$ cat src/rtl/immediate_generator_pkg.sv
// Shared definitions for the RV32I immediate generator.
// Holds the opcode constants that select an immediate format and the
// 3-bit format encoding reported on the fmt output.
package immediate_generator_pkg;

    // fmt output encoding
    typedef enum logic [2:0] {
        FMT_NONE = 3'd0,
        FMT_I    = 3'd1,
        FMT_S    = 3'd2,
        FMT_B    = 3'd3,
        FMT_U    = 3'd4,
        FMT_J    = 3'd5
    } fmt_e;

    // RV32I major opcodes (instr[6:0]) that carry an immediate
    localparam logic [6:0] OPC_OP_IMM = 7'b0010011;
    localparam logic [6:0] OPC_LOAD   = 7'b0000011;
    localparam logic [6:0] OPC_JALR   = 7'b1100111;
    localparam logic [6:0] OPC_STORE  = 7'b0100011;
    localparam logic [6:0] OPC_BRANCH = 7'b1100011;
    localparam logic [6:0] OPC_LUI    = 7'b0110111;
    localparam logic [6:0] OPC_AUIPC  = 7'b0010111;
    localparam logic [6:0] OPC_JAL    = 7'b1101111;

    // Format selection looks at the opcode only; funct fields never matter.
    function automatic fmt_e fmt_of(input logic [6:0] opc);
        fmt_e f;
        case (opc)
            OPC_OP_IMM, OPC_LOAD, OPC_JALR: f = FMT_I;
            OPC_STORE:                      f = FMT_S;
            OPC_BRANCH:                     f = FMT_B;
            OPC_LUI, OPC_AUIPC:             f = FMT_U;
            OPC_JAL:                        f = FMT_J;
            default:                        f = FMT_NONE;
        endcase
        return f;
    endfunction

endpackage

$ cat src/rtl/immediate_generator_imm_decode.sv
// imm_decode: purely combinational immediate extraction.
//   instr_i   [31:0]  RV32I instruction word
//   imm_o     [31:0]  sign-extended immediate (0 when no immediate)
//   fmt_o     [2:0]   decoded format (fmt_e encoding)
//   illegal_o         opcode carries no immediate
module imm_decode
    import immediate_generator_pkg::*;
(
    input  logic [31:0] instr_i,
    output logic [31:0] imm_o,
    output logic [2:0]  fmt_o,
    output logic        illegal_o
);

    fmt_e fmt;

    assign fmt = fmt_of(instr_i[6:0]);

    always_comb begin
        imm_o     = 32'h0;
        illegal_o = 1'b0;
        // instr[31] is the sign bit for every sign-extended format
        case (fmt)
            FMT_I: imm_o = {{20{instr_i[31]}}, instr_i[31:20]};
            FMT_S: imm_o = {{20{instr_i[31]}}, instr_i[31:25], instr_i[11:7]};
            FMT_B: imm_o = {{19{instr_i[31]}}, instr_i[31], instr_i[7],
                            instr_i[30:25], instr_i[11:8], 1'b0};
            FMT_U: imm_o = {instr_i[31:12], 12'h000};
            FMT_J: imm_o = {{11{instr_i[31]}}, instr_i[31], instr_i[19:12],
                            instr_i[20], instr_i[30:21], 1'b0};
            default: illegal_o = 1'b1;
        endcase
    end

    assign fmt_o = fmt;

endmodule

$ cat src/rtl/immediate_generator.sv
// immediate_generator: RV32I immediate decode with optional output register.
//   clk        rising-edge clock
//   rst_n      asynchronous active-low reset
//   in_valid   instr valid this cycle
//   instr      [31:0] instruction word
//   out_valid  imm_out/fmt/illegal valid
//   imm_out    [31:0] sign-extended immediate
//   fmt        [2:0]  0=NONE 1=I 2=S 3=B 4=U 5=J
//   illegal    opcode carries no immediate
// OUT_REG=1: one cycle latency, data captured only on in_valid and held
// otherwise. OUT_REG=0: outputs follow instr combinationally.
module immediate_generator
    import immediate_generator_pkg::*;
#(
    parameter int OUT_REG = 1
) (
    input  logic        clk,
    input  logic        rst_n,
    input  logic        in_valid,
    input  logic [31:0] instr,
    output logic        out_valid,
    output logic [31:0] imm_out,
    output logic [2:0]  fmt,
    output logic        illegal
);

    logic [31:0] imm_d;
    logic [2:0]  fmt_d;
    logic        illegal_d;

    imm_decode u_dec (
        .instr_i   (instr),
        .imm_o     (imm_d),
        .fmt_o     (fmt_d),
        .illegal_o (illegal_d)
    );

    generate
        if (OUT_REG != 0) begin : g_reg
            logic        vld_q;
            logic [31:0] imm_q;
            logic [2:0]  fmt_q;
            logic        illegal_q;

            always_ff @(posedge clk or negedge rst_n) begin
                if (!rst_n) begin
                    vld_q     <= 1'b0;
                    imm_q     <= 32'h0;
                    fmt_q     <= 3'd0;
                    illegal_q <= 1'b0;
                end else begin
                    vld_q <= in_valid;
                    // data holds when no new instruction arrives
                    if (in_valid) begin
                        imm_q     <= imm_d;
                        fmt_q     <= fmt_d;
                        illegal_q <= illegal_d;
                    end
                end
            end

            assign out_valid = vld_q;
            assign imm_out   = imm_q;
            assign fmt       = fmt_q;
            assign illegal   = illegal_q;
        end else begin : g_comb
            // reset still forces the outputs to zero in the pass-through build
            assign out_valid = in_valid & rst_n;
            assign imm_out   = rst_n ? imm_d : 32'h0;
            assign fmt       = rst_n ? fmt_d : 3'd0;
            assign illegal   = rst_n & illegal_d;
        end
    endgenerate

endmodule

$ cat config.mk
export PLATFORM = sky130hd
export DESIGN_NAME = immediate_generator
export DESIGN_NICKNAME = d
export VERILOG_FILES = /design/src/rtl/immediate_generator_pkg.sv /design/src/rtl/immediate_generator_imm_decode.sv /design/src/rtl/immediate_generator.sv
export SDC_FILE = /design/constraint.sdc
export NUM_CORES = 1
export LEC_CHECK = 0
export ABC_AREA = 1
export BUFFER_PORTS_ARGS = -buffer_cell sky130_fd_sc_hd__buf_2
export CORE_MARGIN = 5
export CORE_UTILIZATION = 30
export DETAILED_ROUTE_END_ITERATION = 8
export GPL_ROUTABILITY_DRIVEN = 0
export GPL_TIMING_DRIVEN = 0
export PLACE_DENSITY = 0.54
export SLEW_MARGIN = 20
export SYNTH_ARGS = -nofsm -noshare
export SYNTH_HDL_FRONTEND = slang
export SYNTH_SLANG_ARGS = --single-unit
$ cat constraint.sdc
create_clock -name clk -period 0.8 [get_ports clk]
set_input_delay 0.2 -clock clk [delete_from_list [all_inputs] [get_ports clk]]
set_output_delay 0.2 -clock clk [all_outputs]
set_load 0.01 [all_outputs]
-- After elaboration in Yosys (flattened, before gate mapping)
Index checks and enable logic that the tools add are counted.
- bitwise gates (word level): 0
- divide/modulo/power cells: 0
- shift operators: 0
- $mul: 0
- order comparisons: 0
- equality and inequality tests: 13
- mux-type cells: 3
- $add $sub $neg: 0
- reductions and logical operators: 3
- operator list (kind ; count):
    $pmux 32 s5 ; 1
    $eq 7x7->1 const B ; 3
    $pmux 3 s5 ; 1
    $eq 7x5->1 const B ; 2
    $eq 7x6->1 const B ; 2
    $eq 7x2->1 const B ; 1
    $eq 3x2->1 const B ; 2
    $eq 3x3->1 const B ; 2
    $reduce_or 5->1 ; 1
    $eq 3x1->1 const B ; 1
    $reduce_or 3->1 ; 1
    $reduce_or 2->1 ; 1
    $mux 1 ; 1
- memories kept: 0
- word-level logic and storage cells: 23
- input port bits: 35
- bits in latches: 0
- output and inout port bits: 37
- RAM bits: 0
- ROM bits: 0
- flip-flop bits (word level): 37

-- Depth between registers and ports, before layout
Gate-level depths: netlist (run 1).
- word-level depth: 6
- mapped depth: 18
- gate-level depth less buffers: 16

-- By module
A second synthesis (run 1) with hierarchy kept.
- cells, all modules: 336
- area, all modules: 2272.2 sq um
- modules (own cells, without submodules) (module ; sequential area each (sq um) ; instances ; area an instance (sq um) ; cells each):
    immediate_generator ; 925.9 ; 1 ; 1443.9 ; 153
    imm_decode ; 0.0 ; 1 ; 828.3 ; 183

-- Worst setup path after synthesis (run 1)
Ideal clock, no wire load.
- path kind: input -> register
- start point: in instr[4]
- end point: reg g_reg.imm_q[21], in the netlist imm_out[21]
- arrival time: 1.885 ns
- cell stages on the path: 17
- buffers on the path: 2
- library setup time: 0.066 ns
- data required time: 0.734 ns
- slack: -1.151 ns
- cells stage by stage: inv_1 -> nand3_1 -> or2_1 -> nand2_1 -> buf_2 -> inv_1 -> ha_1 -> nor2_1 -> nand2_1 -> nand2_4 -> inv_2 -> nand2_4 -> nand2_4 -> buf_6 -> nand2_1 -> nand2_1 -> nand2_1
- cells in the longest elaborated chain, start to end: 5
- elaborated cells on any way between the ends: 17
- classes of those cells: 13 x eq/ne; 2 x mux; 2 x reduce/logical
- ends and longest elaborated chain (what ; RTL line ; source):
    start: declaration ; immediate_generator.sv:20 ; input logic [31:0] instr,
    $eq 7x5->1 (tied with other cells) ; immediate_generator_pkg.sv:29 ; case (opc)
    $reduce_or 3->1 or $reduce_or 2->1 (tied branches) ; immediate_generator_pkg.sv:29 ;
    $pmux 3 s5 * ; immediate_generator_pkg.sv:29 ;
    $eq 3x3->1 (tied with other cells) ; immediate_generator_imm_decode.sv:23 ; case (fmt)
    $pmux 32 s5 * ; immediate_generator_imm_decode.sv:23 ;
    end signal: assignment ; immediate_generator.sv:55 ; imm_q <= imm_d;
    end: declaration ; immediate_generator.sv:41 ; logic [31:0] imm_q;
Every way passes the cells marked *; elsewhere a longest branch is shown, timed or not.
A chain may end at the register's enable or synchronous reset.

-- Final worst setup path (run 1)
- start point: in instr[1]
- end point: reg g_reg.imm_q[28], in the netlist imm_out[28]
The elaborated chain is that of the path after synthesis.

==> impl_metrics.env, run 1 <==
export IMPL_required_ns=1.02
export IMPL_firstDrtPassIters=4
export IMPL_path_class="in -> reg"
export IMPL_antenna_cells=0
export IMPL_areaGrowthSynthToFinish_pct=59.4
export IMPL_status="finished with violations"
export IMPL_power_density_mw_per_mm2=1300
export IMPL_numCtsBuffers=5
export IMPL_io_pins=72
export IMPL_port_buffers=71
export IMPL_drc=0
export IMPL_die_w_um=90.6
export IMPL_p_total_uw=4030
export IMPL_slew_viol_final=0
export IMPL_nNetsFinal=416
export IMPL_crit_path_start_kind="input port"
export IMPL_vdd_drop_max_mv=0.843
export IMPL_die_h_um=90.6
export IMPL_core_sq_mm=0.00635
export IMPL_drive_above_1_share=0.470
export IMPL_synth_nets=299
export IMPL_hold_class="in -> async"
export IMPL_synth_area_sq_mm=0.00195
export IMPL_grt_pass1_vias=2088
export IMPL_hold_buffers=0
export IMPL_h_tree_depth=2
export IMPL_overflow=0
export IMPL_synth_cell_types=21
export IMPL_synth_avg_cell_area_sq_um=7.41
export IMPL_regArea_sq_um=926
export IMPL_yosys_warnings=0
export IMPL_grt_pass1_wl_um=10200
export IMPL_synth_seq_area_share=0.475
export IMPL_initial_core_util=0.307
export IMPL_cap_viol_max_count=0
export IMPL_clk_latency_ns=0.28
export IMPL_rrSetupSlack_ns=-0.03
export IMPL_layout_common_cells="nand2_1 (115), buf_2 (59), dfrtp_1 (37)"
export IMPL_multi_input_area_sq_mm=0.00106
export IMPL_viasPerCell=4.55
export IMPL_drt_total_wl_um=6240
export IMPL_post_place_ws_ns=-1.29
export IMPL_leakage_uw=0.00187
export IMPL_synthesis_instances=263
export IMPL_worstPathMaxFanout=5
export IMPL_cts_tree="built"
export IMPL_dp_hpwl_um=4280
export IMPL_dpl_cell_area_sq_mm=0.00245
export IMPL_finalHoldViolations=0
export IMPL_stdcell_area_sq_mm=0.00311
export IMPL_violations="setup timing"
export IMPL_die_area_sq_mm=0.00821
export IMPL_drt_iter0_markers=58
export IMPL_min_period_ns=1.55
export IMPL_relSlewSlack=0.435
export IMPL_max_freq_mhz=646
export IMPL_cts_sinks=37
export IMPL_post_drt_wl_per_cell_um=13.6
export IMPL_finalSetupViolations=73
export IMPL_num_fill_cells=630
export IMPL_grt_max_degree=38
export IMPL_rows=29
export IMPL_grt_usage=0.153
export IMPL_cts_root_buf="clkbuf_8"
export IMPL_rsz0062_at_grt="true"
export IMPL_fin_skew_ns=0
export IMPL_post_route_util=0.489
export IMPL_tightest_slew_ns=0.848
export IMPL_final_common_cell="nand2_1"
export IMPL_vias=2085
export IMPL_grt_antenna_before_repair=0
export IMPL_fin_crit_sh=1.94
export IMPL_clk_path_buf_depth=2
export IMPL_setup_ws_ns=-0.749
export IMPL_arrival_ns=1.77
export IMPL_path_clk_slew_ns=0.07
export IMPL_synth_seq_cells=37
export IMPL_antenna_left=0
export IMPL_cp_end_kind="register"
-- synth_stat cells --
master,count,area share
buf_6,3,0.017
ha_1,1,0.0064
nor2_2,3,0.0096
nand3_1,23,0.059
nand2_1,137,0.26
nand3_2,1,0.0051
o21ai_0,5,0.013
or2_1,1,0.0032
dfrtp_1,37,0.47
o21a_1,1,0.0039
o21ai_4,1,0.0083
nor2_1,10,0.019
buf_4,2,0.0077
nand2_2,1,0.0032
inv_2,4,0.0077
nand2_4,4,0.023
clkbuf_1,3,0.0058
nand4_1,12,0.039
buf_2,4,0.010
a21oi_1,1,0.0026
inv_1,9,0.017
-- worst max-delay path, stage by stage --
cell and delay [ns]:
buf_6 0.07, nand4_1 0.13, or2_1 0.26, nand2_2 0.10
buf_6 0.11, inv_4 0.03, ha_4 0.16, nor2_4 0.08
nand2_2 0.08, nand2_4 0.09, inv_4 0.05, nand2_8 0.06
nand2_4 0.06, buf_6 0.13, nand2_2 0.06, nand2_2 0.04
nand2_1 0.06
-- path summary, 6_finish.rpt --
path                                     to   startpoint  cells past startpoint
worst min register to register  imm_out[21]  imm_out[21]                      2
max in group asynchronous       imm_out[30]        rst_n                      1
worst min-delay path            imm_out[12]        rst_n                      1
worst max register to register  imm_out[15]  imm_out[15]                      4
worst max-delay path            imm_out[28]     instr[1]                     17
min in group clk                  out_valid     in_valid                      1
-- state kept, by name, indices dropped and copies added, names as in the netlist --
signal	flops
fmt	3
imm_out	32
out_valid	1
illegal	1
-- power breakdown --
group	switching [uW]	total, uW	internal, uW	leakage, uW
clock network	648	1660	1020	0.0000585
logic	272	474	202	0.00130
registers	7.85	1890	1880	0.000510
-- metrics by stage --
stage | hold slack, ns | setup TNS [ns] | cells
floorplan | -0.0956 | -27.71 | 263
global placement | 0.357 | -43.64 | 411
detailed placement | 0.351 | -43.96 | 411
CTS | 0.0460 | -30.79 | 446
global route | 0.0883 | -36.05 | 458
finish | 0.0206 | -31.32 | 458
-- cell families after synthesis --
group / share of synthesized area
compound gates: 0.0276
fa+ha+maj: 0.00642
buf+inv: 0.0661
flops: 0.475
simple gates: 0.425
-- area by class of cell --
class | instances | share of cell area
Inverter | 13 | 0.0181
Buffer | 12 | 0.0334
Clock buffer | 7 | 0.0278
Tap cell | 77 | 0.0310
Sequential cell | 37 | 0.298
Clock inverter | 1 | 0.00966
Multi-Input combinational cell | 201 | 0.341
Timing Repair Buffer | 110 | 0.242
-- what timing repair did --
| item | in CTS | in global routing |
|---|---|---|
| pin swaps | 11 | 14 |
| cloned | 2 | 0 |
| setup buffers | 25 | 12 |
| gates resized for setup | 31 | 35 |
| setup endpoints to repair | 73 | 73 |
-- layer usage --
layer,up-vias,track usage,part of all wire
met1,948,0.220,0.48
met3,5,0.0408,0.067
met4,0,0.0298,0.0069
li1,1064,-,-
met5,-,0,0
met2,68,0.231,0.45
Note: power is estimated with default switching activity, not from simulation.
==> run 2: changes to the inputs <==
--- a/config.mk
+++ b/config.mk
@@ -13,5 +13,6 @@
 export GPL_ROUTABILITY_DRIVEN = 0
 export GPL_TIMING_DRIVEN = 0
-export PLACE_DENSITY = 0.54
+export HOLD_SLACK_MARGIN = 0.06
+export PLACE_DENSITY = 0.59
 export SLEW_MARGIN = 20
 export SYNTH_ARGS = -nofsm -noshare
==> constraint.sdc (replaced) <==
create_clock -name clk -period 0.8 [get_ports clk]
set_input_delay 0.04 -clock clk [delete_from_list [all_inputs] [get_ports clk]]
set_output_delay 0.04 -clock clk [all_outputs]
set_load 0.01 [all_outputs]
==> run 2 against run 1 <==
Net effect:
- the flow finishes with violations (hold timing, setup timing)
- sequential power about the same
- sequential cell count unchanged
- clock power hardly changed
- global-route usage increased by 0.28 points
- final cell count up 1.3%
==> impl_metrics.env, run 2 (same netlist as run 1, synthesis figures left out) <==
export IMPL_status="finished with violations"
export IMPL_violations="hold timing, setup timing"
export IMPL_intPower_uw=3140
export IMPL_initial_core_util=0.307
export IMPL_switching_share=0.232
export IMPL_final_common_cell="nand2_1"
export IMPL_drc=0
export IMPL_firstDrtPassIters=4
export IMPL_slew_viol_final=0
export IMPL_drive_above_1_share=0.437
export IMPL_rows=29
export IMPL_tns_ns=-19.00
export IMPL_required_ns=1.03
export IMPL_clk_path_buf_depth=2
export IMPL_combPwrFrac=0.126
export IMPL_viasPerCell=4.64
export IMPL_crit_path_start_kind="input port"
export IMPL_fin_crit_sh=1.69
export IMPL_vdd_drop_max_mv=0.934
export IMPL_clk_latency_ns=0.30
export IMPL_min_period_ns=1.35
export IMPL_finalHoldViolations=37
export IMPL_layout_common_cells="nand2_1 (121), buf_2 (61), dfrtp_1 (37)"
export IMPL_antenna_cells=0
export IMPL_nNetsFinal=422
export IMPL_place_inst=411
export IMPL_path_class="in -> reg"
export IMPL_worstPathMaxFanout=5
export IMPL_io_pins=72
export IMPL_critPathCapture="imm_out[11]"
export IMPL_rrSetupSlack_ns=-0.02
export IMPL_grt_pass1_vias=2244
export IMPL_port_buffers=71
export IMPL_arrival_ns=1.58
export IMPL_h_tree_depth=2
export IMPL_layout_cells_non_filler=464
export IMPL_post_drt_wl_per_cell_um=13.4
export IMPL_p_switching_uw=950
export IMPL_r2r_end="imm_out[13]"
export IMPL_rsz0062_at_grt="true"
export IMPL_grt_pass1_wl_um=10500
export IMPL_overflow=0
export IMPL_max_freq_mhz=739
export IMPL_pwr_share_seq=0.463
export IMPL_timing_rr_start="imm_out[13]"
export IMPL_drt_total_wl_um=6200
export IMPL_holdWs_ns=-0.163
export IMPL_crit_start="instr[2]"
export IMPL_hold_class="in -> async"
export IMPL_leakage_uw=0.00190
export IMPL_grt_usage=0.156
export IMPL_cts_root_buf="clkbuf_8"
export IMPL_core_sq_mm=0.00635
export IMPL_grt_max_degree=38
export IMPL_cp_end_kind="register"
export IMPL_power_density_mw_per_mm2=1290
export IMPL_die_h_um=90.6
export IMPL_drt_iter0_markers=57
export IMPL_cap_viol_max_count=0
export IMPL_fin_skew_ns=0
export IMPL_worstRegToRegCells=4
export IMPL_tightest_slew_ns=0.830
export IMPL_cts_tree="built"
export IMPL_antenna_left=0
export IMPL_path_clk_slew_ns=0.07
export IMPL_numCtsBuffers=5
export IMPL_hold_buffers=11
export IMPL_vias=2154
export IMPL_largest_reg_flops=32
export IMPL_grt_antenna_before_repair=0
export IMPL_areaGrowthSynthToFinish_pct=63.2
export IMPL_finalSetupViolations=72
export IMPL_post_place_ws_ns=-1.14
export IMPL_relSlewSlack=0.446
export IMPL_setup_ws_ns=-0.553
export IMPL_cts_sinks=37
export IMPL_die_w_um=90.6
export IMPL_dp_hpwl_um=4190
export IMPL_die_area_sq_mm=0.00821
export IMPL_clkPwrFrac=0.411
-- run 2: cell count changes in the layout (fill, tap and decap cells not counted), moves of 2 or more --
cell	change
buf_2	+2
buf_4	-5
dlygate4sd3_1	+11
nand2_1	+6
buf_6	-3
nand2_2	-7
nand3_1	-3
nand3_2	+3
-- run 2: repair_timing --
action / in CTS / in global routing
endpoints found under the setup margin: 72 / 72
gates resized for setup: 34 / 26
endpoints found under the hold margin: 50 / 37
pin swaps: 10 / 27
buffers inserted: 23 / 8
cloned: 2 / 1
-- run 2: critical path: stages --
cell and delay (ns):
buf_8 0.08, nand4_1 0.11, or2_1 0.26, nand2_2 0.09
buf_6 0.11, inv_4 0.03, ha_4 0.16, buf_6 0.11
nand3_4 0.12, buf_6 0.14, nand2_4 0.06, nor2_2 0.08
nor2_1 0.05, nand2_1 0.04, nand2_1 0.04, nand2_1 0.06
-- run 2: metrics by stage --
stage          utilization  hold slack [ns]  area (sq um)  total power, uW
3_5_place_dp         0.385            0.192          2450             2290
5_1_grt              0.501          -0.0908          3180             4260
4_1_cts              0.470           -0.131          2990             4080
3_3_place_gp         0.385            0.186          2450             2280
2_1_floorplan            -           -0.256          1990             2080
6_report             0.501           -0.163          3180             4090
-- run 2: worst min path at each step --
stage                from  depth (start not counted)           to  slack, ns
finish              rst_n                          1  imm_out[12]      -0.16
global route        rst_n                          1       fmt[1]      -0.09
detailed placement  rst_n                          1  imm_out[12]       0.19
CTS                 rst_n                          1  imm_out[12]      -0.13
global placement    rst_n                          1  imm_out[12]       0.19
floorplan           rst_n                          0       fmt[0]      -0.26
-- run 2: area by class of cell --
| type | instances | area, sq um |
|---|---|---|
| inverter | 13 | 58.8 |
| clock buffer | 7 | 86.3 |
| timing repair buffer | 116 | 825 |
| fill | 618 | 3170 |
| tap | 77 | 96.3 |
| clock inverter | 1 | 30.0 |
| buffer | 12 | 104 |
| sequential | 37 | 926 |
| multi-input combinational | 201 | 1060 |
-- run 2: power by group through the flow --
stage / clock network (uW) / registers, uW / logic, uW
global placement: 0 / 1930 / 357
floorplan: 0 / 1940 / 145
detailed placement: 0 / 1930 / 360
CTS: 1720 / 1890 / 472
global route: 1800 / 1890 / 570
finish: 1680 / 1890 / 516
-- run 2: metal layers --
metal	global-route usage	share of wire	wire length, um
met1	0.210	0.46	2820
met2	0.246	0.46	2850
met3	0.0517	0.078	486
met4	0.0273	0.0060	37
met5	0	0	0
==> run 3: changes to the inputs <==
PLACE_DENSITY = 0.58   (was 0.59)
SYNTH_HIERARCHICAL = 1   (was default)
==> run 3 against run 2 <==
Net effect:
- the run still ends with hold timing, setup timing left
- via count increased by 17%
- largest power group unchanged
- synthesized cell count increased by 28%
- power decreased by 1.0%
- combinational power increased by 64%
- clock power decreased by 25%
- setup slack improved by 0.49 ns
- highest routed layer unchanged
- critical path depth decreased by 15
- critical path type is now reg -> out
- non-clock buffer count increased by 9
- final cell count increased by 23%
- clock skew unchanged
- die area increased by 15%
==> impl_metrics.env, run 3 <==
export IMPL_r2r_end="imm_out[18]"
export IMPL_antenna_cells=0
export IMPL_worstPathMaxFanout=2
export IMPL_arrival_ns=0.83
export IMPL_leakage_uw=0.00238
export IMPL_critPathTopFamily="flip-flops"
export IMPL_viasPerCell=4.38
export IMPL_yosysMostFrequentCell="nand2_1"
export IMPL_synth_nets=371
export IMPL_drt_total_wl_um=7390
export IMPL_yosys_top_cells_area="dfrtp_1 (41%), nand2_1 (28%), nand3_1 (6.8%), inv_1 (5.5%), nand2_2 (4.4%)"
export IMPL_final_common_cell="nand2_1"
export IMPL_cts_sinks=37
export IMPL_synthTopCellsByCount="nand2_1 (170), dfrtp_1 (37), inv_1 (33), nand3_1 (31), nor2_1 (19)"
export IMPL_cts_tree="built"
export IMPL_areaGrowthSynthToFinish_pct=66.4
export IMPL_finalSetupViolations=59
export IMPL_synth_seq_area_share=0.407
export IMPL_async_flop_share=1.00
export IMPL_h_tree_depth=2
export IMPL_vdd_drop_max_mv=0.557
export IMPL_netlist_area_leader_share=0.407
export IMPL_cp_num_buf_inv=1
export IMPL_switching_share=0.280
export IMPL_synth_avg_cell_area_sq_um=6.76
export IMPL_cp_end_kind="primary output"
export IMPL_required_ns=0.76
export IMPL_dpl_cell_area_sq_mm=0.00288
export IMPL_grt_usage=0.150
export IMPL_status="finished with violations"
export IMPL_path_class="reg -> out"
export IMPL_synth_top_area_cell="dfrtp_1"
export IMPL_vias=2510
export IMPL_rows=31
export IMPL_power_density_mw_per_mm2=1070
export IMPL_pwr_share_seq=0.481
export IMPL_slowest_delay_ns=0.39
export IMPL_hold_class="in -> async"
export IMPL_largest_reg_flops=32
export IMPL_violations="hold timing, setup timing"
export IMPL_slew_viol_final=0
export IMPL_min_period_ns=0.867
export IMPL_holdWs_ns=-0.148
export IMPL_synth_edf_count=0
export IMPL_die_w_um=97.0
export IMPL_grt_max_degree=38
export IMPL_combPwrFrac=0.209
export IMPL_grt_pass1_vias=2529
export IMPL_tightest_slew_ns=0.852
export IMPL_setup_ws_ns=-0.0675
export IMPL_timing_rr_start="imm_out[18]"
export IMPL_numCtsBuffers=5
export IMPL_max_freq_mhz=1150
export IMPL_finalHoldViolations=37
export IMPL_crit_slowest_cell="dfrtp_1"
export IMPL_grt_antenna_before_repair=0
export IMPL_synth_area_sq_mm=0.00227
export IMPL_yosys_warnings=6
export IMPL_synth_cell_types=19
export IMPL_ys_flop_type="dfrtp_1"
export IMPL_cts_root_buf="clkbuf_8"
export IMPL_crit_chain="buf_2"
export IMPL_overflow=0
export IMPL_nNetsFinal=508
export IMPL_grt_pass1_wl_um=12000
export IMPL_fin_crit_sh=1.08
export IMPL_crit_path_start_kind="register"
export IMPL_initial_core_util=0.310
export IMPL_io_pins=72
export IMPL_post_drt_wl_per_cell_um=12.9
export IMPL_cap_viol_max_count=0
export IMPL_rrSetupSlack_ns=0.07
export IMPL_dp_hpwl_um=4680
export IMPL_worstRegToRegCells=3
export IMPL_p_switching_uw=1130
export IMPL_tns_ns=-2.35
export IMPL_antenna_left=0
export IMPL_layout_common_cells="nand2_1 (141), buf_2 (62), buf_4 (46)"
export IMPL_num_fill_cells=727
export IMPL_clkPwrFrac=0.311
export IMPL_synth_seq_cells=37
export IMPL_rsz0062_at_grt="true"
export IMPL_die_h_um=97.0
export IMPL_die_area_sq_mm=0.00941
export IMPL_drc=0
export IMPL_drive_above_1_share=0.479
export IMPL_firstDrtPassIters=4
export IMPL_intPower_uw=2920
export IMPL_clk_latency_ns=0.29
export IMPL_core_sq_mm=0.00733
export IMPL_fin_skew_ns=0
export IMPL_path_clk_slew_ns=0.07
export IMPL_stdcell_area_sq_mm=0.00378
export IMPL_hold_buffers=4
export IMPL_synthesis_instances=336
export IMPL_port_buffers=71
export IMPL_relSlewSlack=0.432
export IMPL_drt_iter0_markers=127
export IMPL_clk_path_buf_depth=2
==> run 3: metrics by stage <==
step	setup slack (ns)	hold WS (ns)	power, uW	util	instances
floorplan	-0.134	-0.256	2290	-	336
global placement	-0.486	0.188	2580	0.392	506
detailed placement	-0.510	0.183	2580	0.392	506
CTS	-0.0770	-0.108	3990	0.480	563
global route	-0.102	-0.0673	4290	0.516	573
finish	-0.0675	-0.148	4050	0.516	573
==> run 3: worst reg2reg max path, cell delays in order, from the launching register on <==
cell and delay, ns:
dfrtp_1 0.38, buf_4 0.13, nand2_1 0.07, nand2_2 0.05
==> run 3: area by class of cell <==
class / instances / area (sq um) / area share
sequential: 37 / 926 / 0.245
clock buffer: 8 / 80.1 / 0.0212
buffer: 12 / 133 / 0.0351
tap: 99 / 124 / 0.0328
timing repair buffer: 125 / 892 / 0.236
inverter: 34 / 168 / 0.0443
multi-input combinational: 258 / 1460 / 0.386
==> run 3: power groups by stage <==
stage	Sequential, uW	Combinational (uW)	Clock, uW
3_5_place_dp	1990	599	0
4_1_cts	1940	757	1290
3_3_place_gp	1980	593	0
2_1_floorplan	2010	286	0
5_1_grt	1950	920	1410
6_report	1950	844	1260
==> run 3: worst max-delay path by stage <==
stage	from	end	slack (ns)	depth (start not counted)
final	imm_out[31]	imm_out[31]	-0.07	1
after global placement	instr[2]	imm_out[22]	-0.49	11
after global routing	illegal	illegal	-0.10	1
after CTS	imm_out[0]	imm_out[0]	-0.08	1
after floorplan	instr[4]	imm_out[29]	-0.13	11
after detailed placement	instr[2]	imm_out[22]	-0.51	11
==> run 3: logic make-up after synthesis <==
| group | after synthesis | share of synthesized area |
|---|---|---|
| flops | 37 | 0.407 |
| compound gates | 7 | 0.0154 |
| buf+inv | 46 | 0.110 |
| simple gates | 246 | 0.468 |
==> run 3: layer usage <==
metal,track usage,part of all wire,vias up
li1,-,-,1297
met4,0.0454,0.014,0
met5,0,0,-
met1,0.184,0.43,1147
met3,0.0259,0.040,9
met2,0.267,0.51,57
==> run 3: repair_timing <==
| action | 4_1_cts | 5_1_grt |
|---|---|---|
| endpoints found under the hold margin | 41 | 37 |
| cloned | 6 | 1 |
| endpoints found under the setup margin | 71 | 68 |
| pin swaps | 20 | 44 |
| buffers inserted | 39 | 10 |
| resized for setup | 42 | 53 |
